==> src/rtl/spi_ram_param.sv <==
// Parametrised single-port RAM back end for the SPI slave, with tx_ready hold and range checking.
// Define SPI_RAM_AUTO_INC_EN to post-increment wr_addr on WRITE and rd_addr on accepted READ.
module spi_ram_param #(
  parameter  int DATA_W    = 8,
  parameter  int ADDR_W    = 8,
  parameter  int MEM_DEPTH = 256,
  localparam int PL_W      = (ADDR_W > DATA_W) ? ADDR_W : DATA_W
) (
  input  logic              clk,
  input  logic              rst_n,
  input  logic [PL_W+1:0]   din,
  input  logic              rx_valid,
  input  logic              tx_ready,
  output logic [DATA_W-1:0] dout,
  output logic              tx_valid,
  output logic              addr_err
);

  typedef enum logic [1:0] {
    OP_SET_WR = 2'b00,
    OP_WRITE  = 2'b01,
    OP_SET_RD = 2'b10,
    OP_READ   = 2'b11
  } op_t;

  typedef enum logic {
    IDLE    = 1'b0,
    TX_HOLD = 1'b1
  } state_t;

  // One extra bit so MEM_DEPTH == 2**ADDR_W is representable in the range compare.
  localparam logic [ADDR_W:0] DEPTH_V = (ADDR_W+1)'(MEM_DEPTH);

  logic [DATA_W-1:0] mem [MEM_DEPTH];
  state_t            state, state_next;
  logic [ADDR_W-1:0] wr_addr, rd_addr, wr_addr_next, rd_addr_next;
  logic [ADDR_W-1:0] pl_addr;
  logic              addr_ok, err_next, rd_accept, wr_en;
  op_t               op;

  assign op       = op_t'(din[PL_W+1:PL_W]);
  assign pl_addr  = din[ADDR_W-1:0];
  assign addr_ok  = ({1'b0, pl_addr} < DEPTH_V);
  assign tx_valid = (state == TX_HOLD);

`ifdef SPI_RAM_AUTO_INC_EN
  localparam logic [ADDR_W-1:0] LAST = ADDR_W'(MEM_DEPTH - 1);

  function automatic logic [ADDR_W-1:0] next_addr(input logic [ADDR_W-1:0] a);
    return (a == LAST) ? '0 : a + 1'b1;
  endfunction
`endif

  always_comb begin
    state_next   = state;
    wr_addr_next = wr_addr;
    rd_addr_next = rd_addr;
    err_next     = 1'b0;
    rd_accept    = 1'b0;
    wr_en        = 1'b0;
    if (state == TX_HOLD && tx_ready) state_next = IDLE;
    if (rx_valid) begin
      unique case (op)
        OP_SET_WR: begin
          if (addr_ok) wr_addr_next = pl_addr;
          else         err_next     = 1'b1;
        end
        OP_WRITE: begin
          wr_en = 1'b1;
`ifdef SPI_RAM_AUTO_INC_EN
          wr_addr_next = next_addr(wr_addr);
`endif
        end
        OP_SET_RD: begin
          if (addr_ok) rd_addr_next = pl_addr;
          else         err_next     = 1'b1;
        end
        OP_READ: begin
          // A READ while data is still held is dropped even if tx_ready frees it this cycle.
          if (state == IDLE) begin
            rd_accept  = 1'b1;
            state_next = TX_HOLD;
`ifdef SPI_RAM_AUTO_INC_EN
            rd_addr_next = next_addr(rd_addr);
`endif
          end else begin
            err_next = 1'b1;
          end
        end
      endcase
    end
  end

  always_ff @(posedge clk or negedge rst_n) begin
    if (!rst_n) begin
      state    <= IDLE;
      wr_addr  <= '0;
      rd_addr  <= '0;
      dout     <= '0;
      addr_err <= 1'b0;
    end else begin
      state    <= state_next;
      wr_addr  <= wr_addr_next;
      rd_addr  <= rd_addr_next;
      addr_err <= err_next;
      if (rd_accept) dout <= mem[rd_addr];
    end
  end

  always_ff @(posedge clk) begin
    if (wr_en) mem[wr_addr] <= din[DATA_W-1:0];
  end

endmodule

==> config.mk <==
export PLATFORM = sky130hd
export DESIGN_NAME = spi_ram_param
export DESIGN_NICKNAME = d
export VERILOG_FILES = /design/src/rtl/spi_ram_param.sv
export SDC_FILE = /design/constraint.sdc
export NUM_CORES = 2
export LEC_CHECK = 0
export BUFFER_PORTS_ARGS = -buffer_cell sky130_fd_sc_hd__buf_2
export CAP_MARGIN = 20
export CORE_MARGIN = 5
export CORE_UTILIZATION = 53
export CTS_CLUSTER_DIAMETER = 60
export DETAILED_ROUTE_END_ITERATION = 7
export PLACE_DENSITY_LB_ADDON = 0.15
export RECOVER_POWER = 50
export SYNTH_ARGS = -nofsm -noshare
export SYNTH_HDL_FRONTEND = slang
export SYNTH_SLANG_ARGS = --single-unit
==> constraint.sdc <==
create_clock -name clk -period 2.74 [get_ports clk]
set_clock_uncertainty 0.05 [all_clocks]
set_input_delay 0.822 -clock clk [delete_from_list [all_inputs] [get_ports clk]]
set_output_delay 0.822 -clock clk [all_outputs]
set_load 0.005 [all_outputs]
# Word-level counts from Yosys, hierarchy flattened
# Memory sizes are Yosys's and may differ from the RTL's. A register that Yosys moved wholly into a read port is not among the register bits.
# Cells that the tools add are included.
# W data, S select, Z words.
[op_classes] mux=14 n_reduce_logical=5 n_eq_ne=3
[op_table] operator="$mux W1" count=14
[op_table] operator="$eq A2 B2 Y1 const B" count=2
[op_table] operator="$reduce_and A2 Y1" count=2
[op_table] operator="$eq A2 B1 Y1 const B" count=1
[op_table] operator="$logic_not A2 Y1" count=1
[op_table] operator="$logic_and A1 B1 Y1" count=1
[op_table] operator="$logic_not A1 Y1" count=1
[word_totals] inputBits=14 ramBits=2048 output_inout_bits=10 reg_bits=18 elab_cells=27 memories=1
[mem_list] memory="mem" words=256 word_bits=8 rd=1 rd_clocked_by_memory_dff=1 write_ports=1 line_no="34" rtl="logic [DATA_W-1:0] mem [MEM_DEPTH];"

# Depth between registers and ports, before layout
[depth] depth_word=5 mapped_depth=13

# Worst setup path before layout
# Ideal clock, no wire load.
[synth_path] path_kind="in2reg" start="input port din[9]" end="memory mem[117][0] (enable)" cell_stages=6 setup_slack_ns=0.125 t_arrival_ns=2.195 path_cell_list="clkbuf_1 -> nor2_1 -> clkbuf_1 -> nand3_1 -> clkbuf_1 -> nor2_1"
[synth_via] elab_chain_cells=5
[synth_rtl] element="start: declaration" line_no="11" rtl="input logic [PL_W+1:0] din,"
[synth_rtl] element="$eq A2 B1 Y1" line_no="63" rtl="unique case (op)"
[synth_rtl] element="$mux W1" line_no="63"
[synth_rtl] element="$mux W1" line_no="62" rtl="if (rx_valid) begin"
[synth_rtl] element="$mux W1" line_no="111" rtl="if (wr_en) mem[wr_addr] <= din[DATA_W-1:0];"
[synth_rtl] element="$mux W1 (not written as such)" line_no="111"
[synth_rtl] element="end: declaration" line_no="34"
# No other way between the ends.

==> results.txt <==
Tot Pwr: 76.5 mW
Final Cycle Share: 111%
IO buf count: 23
DRT iter0 DRCs: 5623
Detailed Routing Iterations Pass 1: 5
Final min period: 3.03 ns
Worst setup EP type: flop
Crit Path Class: flop to flop
Crit. path cell count: 11
Post-detail-place hpwl: 148 mm
Worst-Margin Slew: 2.72 ns
Largest net degree at the start of global routing: 88
Fmax: 330 MHz
Largest stage delay on the critical path: 0.53 ns
Number of fill cells: 10500
Run status: finished, violations left
Hold path depth: 2
Initial antenna violation count: 10
Final hold vios: 0
Routed WL per cell: 30.9 um
Vias per cell: 6.22
DP Area: 89900 um^2
Row count: 143
Vias in the first global route: 43600
Delay-heaviest family, CP: buffers and inverters
RSZ-0062 raised after global routing: yes
Antenna viol nets, final: 0
First-pass GRT wire length: 318 mm
Via Count: 44800
Final #Nets: 5011
Final setup fails: 301
Critical Path Slowest Stage Cell: dfrtp_4
WP data arrival: 3.69 ns
TritonCTS buffer count: 203
Worst-path clk slew: 0.06 ns
WL final: 223 mm
Worst-Skew Late Latency: 0.83 ns
CTS sink cnt: 2074
Critical Path Start Type: flop
Initial core utilization: 53.4%
Mux share of post-synthesis cell area: 14.5%
Die Footprint: 162000 um^2
Register area share after synthesis: 76.3%
Synth Area in Compound Gates: 4.29%
Layout area overhead: 20.3%
Yosys reg bits: 2074
Crit path required time: 3.40 ns
Cell variety after synth: 60
Slew headroom: -81.4%
XOR/XNOR Fraction of Synth Area: 0%
Crit-path max FO: 11
Core area: 152000 um^2
Die width: 402 um
GP Congestion: 0.894
R2R cell count: 11
CP Buf/Inv Count: 5
I/O pins: 24
Simple-gate share of the synthesized area: 2.56%
Main combinational cell family by area after synthesis: multiplexers
Post-Syn Instances: 4120
Root buffer cell: clkbuf_16
Pwr Density: 781 nW/um^2
CTS H-tree lvls: 4
Post-synth net total: 4134
Fin worst setup slack: -0.291 ns
Die height: 402 um
Post-Synthesis Cell Area: 81500 um^2
Top_reg_cell synth: edfxtp_1
Post-route setup TNS: -19.54 ns
Syn. warnings: 0
CTS Buffer Depth: 3
Gr usage total: 27.3%
Worst min path class: primary input to flop
Post-synth ARST share: 1.25%
Static Leak: 33.3 nW
Post-synthesis adder-cell area fraction: 0%
Fin area: 98000 um^2
Final Slew Violations: 413
Critical path cell sequence: buf_12 > buf_16 > buf_16 > mux4_2 > nand2_2 > o21ai_1 > o31ai_2 > buf_4 > nor4_4 > buf_4 > a211o_1
TritonCTS clock tree: built
DR DRC count: 0
Max VDD drop: 0.000633 V
Max-Cap Viols: 8
Failing checks: max-capacitance violations, max-slew violations, negative setup slack
Syn_area_per_cell: 19.8 um^2
GR Overflow Total: 0
Hold-fix buffers at CTS: 0
Ratio of cells with drive above 1 in the final layout: 31.3%
Post-synth EDFFs: 2048
## per-layer routing
metal | routed length, um | share of wire [%] | global-route usage, % | vias up
li1 | - | - | - | 18800
met3 | 23200 | 10 | 6.14 | 401
met4 | 8060 | 3.6 | 8.32 | 6
met5 | 38 | 0.017 | 0 | -
met2 | 103000 | 46 | 41.8 | 2328
met1 | 88400 | 40 | 39.8 | 23300
## flip-flops by register name, summed over array words and instances (netlist names)
| name | cells |
|---|---|
| dout | 8 |
| rd_addr | 8 |
| wr_addr | 8 |
| tx_valid | 1 |
| addr_err | 1 |
| mem | 2048 |
## metrics by stage
step	instances	setup WS, ns	util, %	hold WS [ns]
6_report	7200	-0.291	64.3	0.127
3_3_place_gp	6761	-1.20	59.0	0.484
4_1_cts	7170	-0.253	64.1	0.0144
5_1_grt	7199	-0.292	64.3	0.116
3_5_place_dp	6763	-0.842	59.0	0.479
2_1_floorplan	4120	0.125	-	0.434
## final timing paths
kind / startpoint / endpoint / slack [ns]
max reg2reg: rd_addr[0]$_DFFE_PN0P_ / dout[4]$_DFFE_PN0P_ / -0.29
min reg2reg: tx_valid$_DFF_PN0_ / addr_err$_DFF_PN0_ / 0.49
min: tx_ready / tx_valid$_DFF_PN0_ / 0.13
min in group asynchronous: rst_n / tx_valid$_DFF_PN0_ / 0.56
max in group asynchronous: rst_n / rd_addr[4]$_DFFE_PN0P_ / 0.50
max: rd_addr[0]$_DFFE_PN0P_ / dout[4]$_DFFE_PN0P_ / -0.29
## cell usage after synthesis (42+ instances only)
cell,count,area (um^2)
nor2_1,300,1130
o21ai_0,67,335
edfxtp_1,2048,61500
o221ai_1,56,490
buf_2,48,240
o22ai_1,135,845
mux4_2,259,5830
mux2i_1,458,4580
a21oi_1,70,350
nand2_1,83,312
a221oi_1,42,368
a211oi_1,42,315
clkbuf_1,96,360
## final cells by class
cell class / instances / area, um^2 / area share [%]
antenna: 1 / 2.50 / 0.00255
sequential: 2074 / 62200 / 63.5
clock inverter: 116 / 1370 / 1.40
inverter: 5 / 28.8 / 0.0294
multi-input combinational: 1786 / 18200 / 18.5
timing repair buffer: 927 / 8270 / 8.44
tap: 2030 / 2540 / 2.59
clock buffer: 261 / 5420 / 5.54
## layout by cell type (no fill, tap or decap), types with 18 or more instances in the layout
master	count
o21ai_0	48
a221oi_1	28
mux4_1	36
clkbuf_1	66
edfxtp_1	2048
mux2i_1	447
a211oi_1	26
dfrtp_1	22
nor2_1	294
mux4_2	263
o221ai_1	53
mux2_2	30
nand3_1	27
clkbuf_16	212
clkinv_1	45
o22ai_1	125
buf_4	749
bufinv_16	28
a211o_1	18
o21ai_1	18
clkinv_2	27
buf_6	20
nand2_1	78
buf_12	71
a21oi_1	62
clkbuf_2	21
## repair_timing
action / in CTS / in global routing
pin swaps: 21 / 19
resized for setup: 128 / 100
cloned: 7 / 4
setup endpoints to repair: 8 / 8
endpoints found under the hold margin: 0 / 0
setup buffers: 23 / 27
## cell families after synthesis
logic type	Yosys count
AND/OR/NAND/NOR	491
flip-flops	2074
AO/OA/AOI/OAI	508
multiplexers	787
buffers and inverters	260
## power by group
| group | leakage [nW] | switching [mW] | internal [mW] | total [mW] |
|---|---|---|---|---|
| sequential | 18.7 | 0.283 | 35.0 | 35.3 |
| clock | 3.29 | 11.7 | 16.6 | 28.3 |
| combinational | 11.3 | 7.27 | 5.68 | 12.9 |
| total | 33.3 | 19.3 | 57.3 | 76.5 |
Note: power is estimated with default switching activity, not from simulation.
